--- src/rtl/hilo_ctrl.sv ---
// HI/LO register controller: MTHI/MTLO writes, two-cycle multiply pipeline,
// and sequencing of an external 32-cycle divider with writeback into HI/LO.
module hilo_ctrl (
  input  logic        clock,
  input  logic        reset,
  input  logic [2:0]  op,
  input  logic [31:0] rs_data,
  input  logic [31:0] rt_data,
  output logic [31:0] hi,
  output logic [31:0] lo,
  output logic        stall,
  output logic        div_start,
  output logic [31:0] div_dividend,
  output logic [31:0] div_divisor,
  input  logic        div_busy,
  input  logic [31:0] div_q,
  input  logic [31:0] div_r
);

  localparam int unsigned DW = 32;
  localparam int unsigned PW = 2 * DW;

  localparam logic [2:0] ST_IDLE      = 3'd0;
  localparam logic [2:0] ST_MUL1      = 3'd1;
  localparam logic [2:0] ST_MUL2      = 3'd2;
  localparam logic [2:0] ST_DIV_ISSUE = 3'd3;
  localparam logic [2:0] ST_DIV_WAIT  = 3'd4;

  localparam logic [2:0] OP_DIV   = 3'b001;
  localparam logic [2:0] OP_MULT  = 3'b010;
  localparam logic [2:0] OP_MULTU = 3'b011;
  localparam logic [2:0] OP_MTHI  = 3'b100;
  localparam logic [2:0] OP_MTLO  = 3'b101;

  logic [2:0]    r_state;
  logic [2:0]    w_state_nxt;
  logic [DW-1:0] r_hi;
  logic [DW-1:0] r_lo;
  logic          r_div_start;
  logic [DW-1:0] r_div_dividend;
  logic [DW-1:0] r_div_divisor;
  logic          r_seen_busy;
  logic [DW-1:0] r_mul_a;
  logic [DW-1:0] r_mul_b;
  logic          r_mul_signed;
  logic [PW-1:0] r_prod;

  logic          w_mthi;
  logic          w_mtlo;
  logic          w_div_zero;
  logic          w_div_accept;
  logic          w_mul_accept;
  logic          w_mul_wb;
  logic          w_div_wb;
  logic          w_seen_set;
  logic [PW-1:0] w_mul_a_ext;
  logic [PW-1:0] w_mul_b_ext;
  logic [PW-1:0] w_prod;

  // Low 64 bits of a 64x64 product equal the 32x32 product for both signednesses
  assign w_mul_a_ext = r_mul_signed ? {{DW{r_mul_a[DW-1]}}, r_mul_a} : {{DW{1'b0}}, r_mul_a};
  assign w_mul_b_ext = r_mul_signed ? {{DW{r_mul_b[DW-1]}}, r_mul_b} : {{DW{1'b0}}, r_mul_b};
  assign w_prod      = w_mul_a_ext * w_mul_b_ext;

  // Next-state and per-edge action decode
  always_comb begin
    w_state_nxt  = r_state;
    w_mthi       = 1'b0;
    w_mtlo       = 1'b0;
    w_div_zero   = 1'b0;
    w_div_accept = 1'b0;
    w_mul_accept = 1'b0;
    w_mul_wb     = 1'b0;
    w_div_wb     = 1'b0;
    w_seen_set   = 1'b0;
    case (r_state)
      ST_IDLE: begin
        case (op)
          OP_MTHI: w_mthi = 1'b1;
          OP_MTLO: w_mtlo = 1'b1;
          OP_DIV: begin
            if (rt_data == '0) begin
              w_div_zero = 1'b1;
            end else begin
              w_div_accept = 1'b1;
              w_state_nxt  = ST_DIV_ISSUE;
            end
          end
          OP_MULT, OP_MULTU: begin
            w_mul_accept = 1'b1;
            w_state_nxt  = ST_MUL1;
          end
          default: ;
        endcase
      end
      ST_MUL1:      w_state_nxt = ST_MUL2;
      ST_MUL2: begin
        w_mul_wb    = 1'b1;
        w_state_nxt = ST_IDLE;
      end
      ST_DIV_ISSUE: w_state_nxt = ST_DIV_WAIT;
      ST_DIV_WAIT: begin
        // Busy must be observed here before a low busy means "done"
        if (!r_seen_busy) begin
          w_seen_set = div_busy;
        end else if (!div_busy) begin
          w_div_wb    = 1'b1;
          w_state_nxt = ST_IDLE;
        end
      end
      default:      w_state_nxt = ST_IDLE;
    endcase
  end

  always_ff @(posedge clock) begin
    if (reset) begin
      r_state        <= ST_IDLE;
      r_hi           <= '0;
      r_lo           <= '0;
      r_div_start    <= 1'b0;
      r_div_dividend <= '0;
      r_div_divisor  <= '0;
      r_seen_busy    <= 1'b0;
      r_mul_a        <= '0;
      r_mul_b        <= '0;
      r_mul_signed   <= 1'b0;
      r_prod         <= '0;
    end else begin
      r_state     <= w_state_nxt;
      r_div_start <= w_div_accept;
      if (w_div_accept) begin
        r_div_dividend <= rs_data;
        r_div_divisor  <= rt_data;
        r_seen_busy    <= 1'b0;
      end else if (w_seen_set) begin
        r_seen_busy <= 1'b1;
      end
      if (w_mul_accept) begin
        r_mul_a      <= rs_data;
        r_mul_b      <= rt_data;
        r_mul_signed <= (op == OP_MULT);
      end
      if (r_state == ST_MUL1) begin
        r_prod <= w_prod;
      end
      if (w_mthi) begin
        r_hi <= rs_data;
      end else if (w_mtlo) begin
        r_lo <= rs_data;
      end else if (w_div_zero) begin
        r_hi <= rs_data;
        r_lo <= '1;
      end else if (w_mul_wb) begin
        r_hi <= r_prod[PW-1:DW];
        r_lo <= r_prod[DW-1:0];
      end else if (w_div_wb) begin
        r_hi <= div_r;
        r_lo <= div_q;
      end
    end
  end

  assign hi           = r_hi;
  assign lo           = r_lo;
  assign stall        = (r_state != ST_IDLE);
  assign div_start    = r_div_start;
  assign div_dividend = r_div_dividend;
  assign div_divisor  = r_div_divisor;

endmodule
--- config.mk ---
export PLATFORM = sky130hd
export DESIGN_NAME = hilo_ctrl
export DESIGN_NICKNAME = d
export VERILOG_FILES = /design/src/rtl/hilo_ctrl.sv
export SDC_FILE = /design/constraint.sdc
export NUM_CORES = 2
export LEC_CHECK = 0
export BUFFER_PORTS_ARGS = -buffer_cell sky130_fd_sc_hd__buf_2
export CAP_MARGIN = 0
export CORE_AREA = 3 3 416 315
export CTS_BUF_LIST = sky130_fd_sc_hd__clkbuf_4 sky130_fd_sc_hd__clkbuf_8
export CTS_CLUSTER_DIAMETER = 40
export DETAILED_ROUTE_END_ITERATION = 8
export DIE_AREA = 0 0 419 318
export GPL_ROUTABILITY_DRIVEN = 0
export GPL_TIMING_DRIVEN = 0
export SETUP_SLACK_MARGIN = 0.2
export SYNTH_ARGS = -nofsm -noshare
export SYNTH_HDL_FRONTEND = slang
export SYNTH_SLANG_ARGS = --single-unit
--- constraint.sdc ---
create_clock -name clock -period 19 [get_ports clock]
set_clock_uncertainty 0.15 [all_clocks]
set_input_delay 3.8 -clock clock [delete_from_list [all_inputs] [get_ports clock]]
set_output_delay 3.8 -clock clock [all_outputs]
set_load 0.02 [all_outputs]
== Word level (Yosys, flattened, before mapping) ==
Cells that the tools add are included.

* Bits in registers: 262
* Latch bits: 0
* RAM bits: 0
* ROM bits: 0
* Bits of input ports: 134
* Output and inout port bits: 130
* Logic and storage cells: 71
* Memories: 0

* Add/subtract/negate cells: 0
* Multiply operators: 1
* Div/mod/pow operators: 0
* Magnitude comparators: 0
* Equal/unequal tests: 14
* Shifts and indexed selects: 0
* Muxes and demuxes: 34
* Bitwise operators: 1
* Reductions and logical operators: 10

{| class="wikitable"
|+ Operators with widths
! kind !! number
|-
| 32-bit 2-to-1 mux || 9
|-
| 64-bit 2-to-1 mux || 2
|-
| 64-bit by 64-bit multiplier with 64-bit output || 1
|-
| 32-bit logical NOT || 1
|-
| 1-bit 2-to-1 mux || 18
|-
| 3-bit by 2-bit equality test with 1-bit output, second input constant || 4
|-
| 3-bit one-hot mux with 4 select lines || 1
|-
| 3-bit equality test, second input constant || 3
|-
| 3-bit 2-to-1 mux || 3
|-
| 4-bit nonzero test || 2
|-
| 3-bit by 1-bit equality test with 1-bit output, second input constant || 2
|-
| 2-bit inequality test, second input constant || 3
|-
| 3-bit one-hot mux with 2 select lines || 1
|-
| 2-bit AND reduction || 2
|-
| 4-bit AND reduction || 1
|-
| 2-bit OR reduction || 2
|-
| 3-bit logical NOT || 1
|-
| 3-bit by 1-bit inequality test with 1-bit output, second input constant || 1
|-
| 3-bit inequality test, second input constant || 1
|-
| 3-bit nonzero test || 1
|-
| 1-bit inverter || 1
|}

== Depth between registers and ports, before layout ==
* Word-level depth: 8
* Depth in mapped cells: 37
* Depth with buffers taken out: 33

== Least setup slack after synthesis ==
No wires, ideal clock.

* Path kind: register -> register
* From: register r_mul_a[31]
* To: register r_prod[63]
* Library setup time: 116 ps
* Data arrival time: 9103 ps
* Data required time: 18734 ps
* Path slack: 9631 ps
* Stages on the path, launching flop included: 32
* Path buffers: 2
* Clock period less this slack: 9369 ps
* Cells stage by stage: dfxtp_1 and2_0 clkbuf_1 nand2_1 inv_1 fa_1 inv_1 fa_1 inv_1 fa_1 inv_1 fa_1 inv_1 fa_1 fa_1 fa_1 fa_1 fa_1 inv_1 fa_1 inv_1 ha_1 clkbuf_1 and3_1 and2_1 and3_4 a221o_1 a21oi_1 nor2b_1 or4_1 nand3_1 a21oi_1

* Word-level cells in the longest chain between the ends: 2

{| class="wikitable"
|+ RTL lines
! what !! line !! RTL
|-
| start, declared || 43 || <nowiki>logic [DW-1:0] r_mul_a;</nowiki>
|-
| start signal, assigned || 139 || <nowiki>r_mul_a <= rs_data;</nowiki>
|-
| 64-bit 2-to-1 mux || 61 || <nowiki>assign w_mul_a_ext = r_mul_signed ? {{DW{r_mul_a[DW-1]}}, r_mul_a} : {{DW{1'b0}}, r_mul_a};</nowiki>
|-
| 64-bit by 64-bit multiplier with 64-bit output || 63 || <nowiki>assign w_prod = w_mul_a_ext * w_mul_b_ext;</nowiki>
|-
| end signal, assigned || 144 || <nowiki>r_prod <= w_prod;</nowiki>
|-
| end, declared || 46 || <nowiki>logic [PW-1:0] r_prod;</nowiki>
|}

Every way passes these cells.
A chain may end at the register's enable or synchronous reset.

== Worst setup path after layout ==
Same ends and word-level chain as after synthesis.

==> results.txt <==
Final #Nets -> 8662
Hold path depth -> 2
Port buffer count -> 263
Critical path endpoint category -> flip-flop
Die area -> 133200 um2
Post-route DRC -> 0
CTS max path bufs -> 3
CP dominant cell by count -> fa_1
Reg2reg path depth -> 30
Final Hold Vio Count -> 0
Grt met3 use -> 21.59%
Reg clk slew, reported paths -> 70 ps
Initial antenna violation count -> 30
Post-DP HPWL -> 206500 um
DRT antenna net count -> 0
Synth Instances -> 6481
I/O pins -> 264
Async S/R FF share, synth -> 0%
Tmin final -> 11400 ps
Largest net degree at the start of global routing -> 28
GR Util All Layers -> 36.68%
Grt total ovfl -> 0
Worst slew pin tran -> 1448 ps
CP Max Fanout -> 10
Outcome -> complete, no violations
CTS tree -> built
Setup Buffers After CTS -> 0
# rows -> 113
Layout fillers -> 12210
Static Leak -> 31.93 nW
Synthesis Warnings -> 0
Synth unique cells -> 87
Core Util, Final -> 49.66%
Clk_lat worst skew -> 720 ps
CTS root buf -> clkbuf_8
Fin. max-slew vios -> 0
Setup violators final -> 0
Hold_sp -> div_dividend[11]
Crit path largest cell delay -> 860 ps
Synthesized area -> 58280 um2
H-tree lvl count -> 2
Data arrival time of the worst path -> 11840 ps
Vias in the first global route -> 48670
Req. time, crit path -> 19430 ps
CP Launch Type -> flip-flop
Initial Utilization -> 45.96%
Share of layout cells above drive strength 1 -> 6.040%
Critical path class -> flip-flop to flip-flop
Tcrit/Tclk final -> 60.02%
Hold_buf cts -> 0
Main synth FF type -> dfxtp_1
Worst hold endpoint -> div_dividend[11]
EDFF count, synth -> 0
Sink Count -> 262
Flop2flop setup slack -> 7600 ps
Crit path max-delay cell type -> fa_1
Cts bufs inserted -> 50
Initial DRC count -> 6292
Busiest grt layer -> met1
Fmax -> 87.69 MHz
Syn_area_per_cell -> 8.993 um2
RR Startpoint -> r_mul_a[31]
Synth Register Bits -> 262
Worst vdd ir -> 0.05856 mV
Synth-to-Final Area Change -> 8.050%
Final wirelength -> 242000 um
First-pass GRT wire length -> 346900 um
Power density over the cells -> 42.69 nW/um2
Pre-antenna DRT Iters -> 7
HP Class -> flip-flop to flip-flop
Endpoint of the worst register-to-register path -> r_prod[63]
Worst relative slew slack -> 3.435%
Chip width -> 419 um
RSZ-0062 raised after global routing -> false
Vias/cell -> 5.632
Sequential fraction of the synthesis area -> 8.999%
Core Box Area -> 126800 um2
Setup TNS -> 0 ps
Max Cap Viol -> 0
Post_cts resized -> 0
Mapped Nets -> 8346
Die Y -> 318 um
M2 GR Usage -> 46.61%
GR Util met1 -> 50.78%
Wirelength per Cell -> 28.38 um
Via count -> 48030
==> synth_stat cells, types with 30 or more instances <==
| library cell | number | area, um2 |
|---|---|---|
| and2_1 | 582 | 3641 |
| nand2_1 | 990 | 3716 |
| nor2_1 | 181 | 679.4 |
| o21ai_0 | 66 | 330.3 |
| nand4_1 | 53 | 331.6 |
| and3_1 | 32 | 200.2 |
| inv_1 | 1524 | 5720 |
| ha_1 | 312 | 3904 |
| xnor2_1 | 76 | 665.6 |
| a21o_1 | 48 | 360.4 |
| xor2_1 | 30 | 262.8 |
| a311oi_1 | 33 | 289.0 |
| a21oi_1 | 306 | 1531 |
| dfxtp_1 | 262 | 5245 |
| clkbuf_1 | 320 | 1201 |
| fa_1 | 1419 | 28410 |
==> cell families (layout without fill, tap and decap cells) <==
family                   Yosys count  after routing  synth area share [%]
AO/OA/AOI/OAI                    559            559                 5.889
XOR/XNOR                         106            106                 1.593
adder cells (fa/ha/maj)         1732           1732                 55.45
buffers and inverters           1878           2235                 12.20
other                              0             23                     0
AND/OR/NAND/NOR                 1942           1942                 15.83
flip-flops                       262            262                 8.999
multiplexers                       2              2               0.03649
==> through the flow <==
stage               total power, W  area, um2  hold WS (ps)  cells  setup WS, ps
global placement          0.001928      61690         290.1   8411          7818
global route              0.002783      62940         310.6   8514          7163
finish                    0.002688      62980         303.2   8528          7596
CTS                       0.002618      62920         303.6   8505          7715
detailed placement        0.001927      61710         294.9   8412          7792
floorplan                 0.001371      58280         279.4   6481          9631
==> state kept, by name, summed over array words and instances (netlist names) <==
name	flops
div_start	1
div_divisor	32
r_state	3
lo	32
r_mul_b	32
r_prod	64
hi	32
div_dividend	32
r_seen_busy	1
r_mul_signed	1
r_mul_a	32
==> cells in the final DEF, fill, tap and decap left out, types with 9 or more instances in the layout <==
master	count
o21ai_1	9
buf_2	271
and3_1	32
nor2_1	180
nand4_1	53
clkbuf_8	63
o21bai_1	12
ha_1	312
o21a_1	9
clkbuf_1	320
o21ai_0	66
xor2_1	30
buf_1	17
a21o_1	48
nand3_1	24
and2_1	582
dfxtp_1	262
fa_1	1419
inv_1	1524
a21oi_1	306
a211oi_1	10
xnor2_1	76
nor3_1	20
clkbuf_4	13
nand2_1	989
diode_2	23
a311oi_1	33
==> worst max path at each step <==
stage / end / depth (start not counted) / startpoint / slack (ps)
floorplan: r_prod[63] / 31 / r_mul_a[31] / 9630
global placement: r_prod[63] / 30 / r_mul_a[31] / 7820
detailed placement: r_prod[63] / 30 / r_mul_a[31] / 7790
CTS: r_prod[63] / 30 / r_mul_a[31] / 7720
global route: r_prod[63] / 30 / r_mul_a[31] / 7160
finish: r_prod[63] / 30 / r_mul_a[31] / 7600
==> layout make-up <==
| type | count | area (um2) | area share (%) |
|---|---|---|---|
| Multi-Input combinational cell | 4341 | 45930 | 72.94 |
| Inverter | 1525 | 5724 | 9.090 |
| Sequential cell | 262 | 5245 | 8.329 |
| Tap cell | 1667 | 2086 | 3.312 |
| Buffer | 353 | 1388 | 2.203 |
| Timing Repair Buffer | 264 | 1336 | 2.122 |
| Clock buffer | 73 | 923.4 | 1.466 |
| Clock inverter | 20 | 284.0 | 0.4510 |
| Antenna cell | 23 | 57.56 | 0.09139 |
==> routing by layer <==
layer  share of wire, %  wire length, um  vias up
met5               0.46             1122        -
met4                4.3            10390       28
met3                 19            45450      580
met2                 37            90220     3581
met1                 39            94840    24220
li1                   -                -    19620
==> critical path, delay by kind of cell (launching register included) <==
family,cells,cell delay (ps)
compound gates,7,1240
buf+inv,7,1650
flops,1,480
simple gates,5,1500
fa+ha+maj,11,6240
==> where the power goes <==
part	switching [W]	internal, W
Combinational	0.000946	0.000365
Sequential	0.0000825	0.000613
Clock	0.000293	0.000388
Total	0.00132	0.00137
Note: power is estimated with default switching activity, not from simulation.
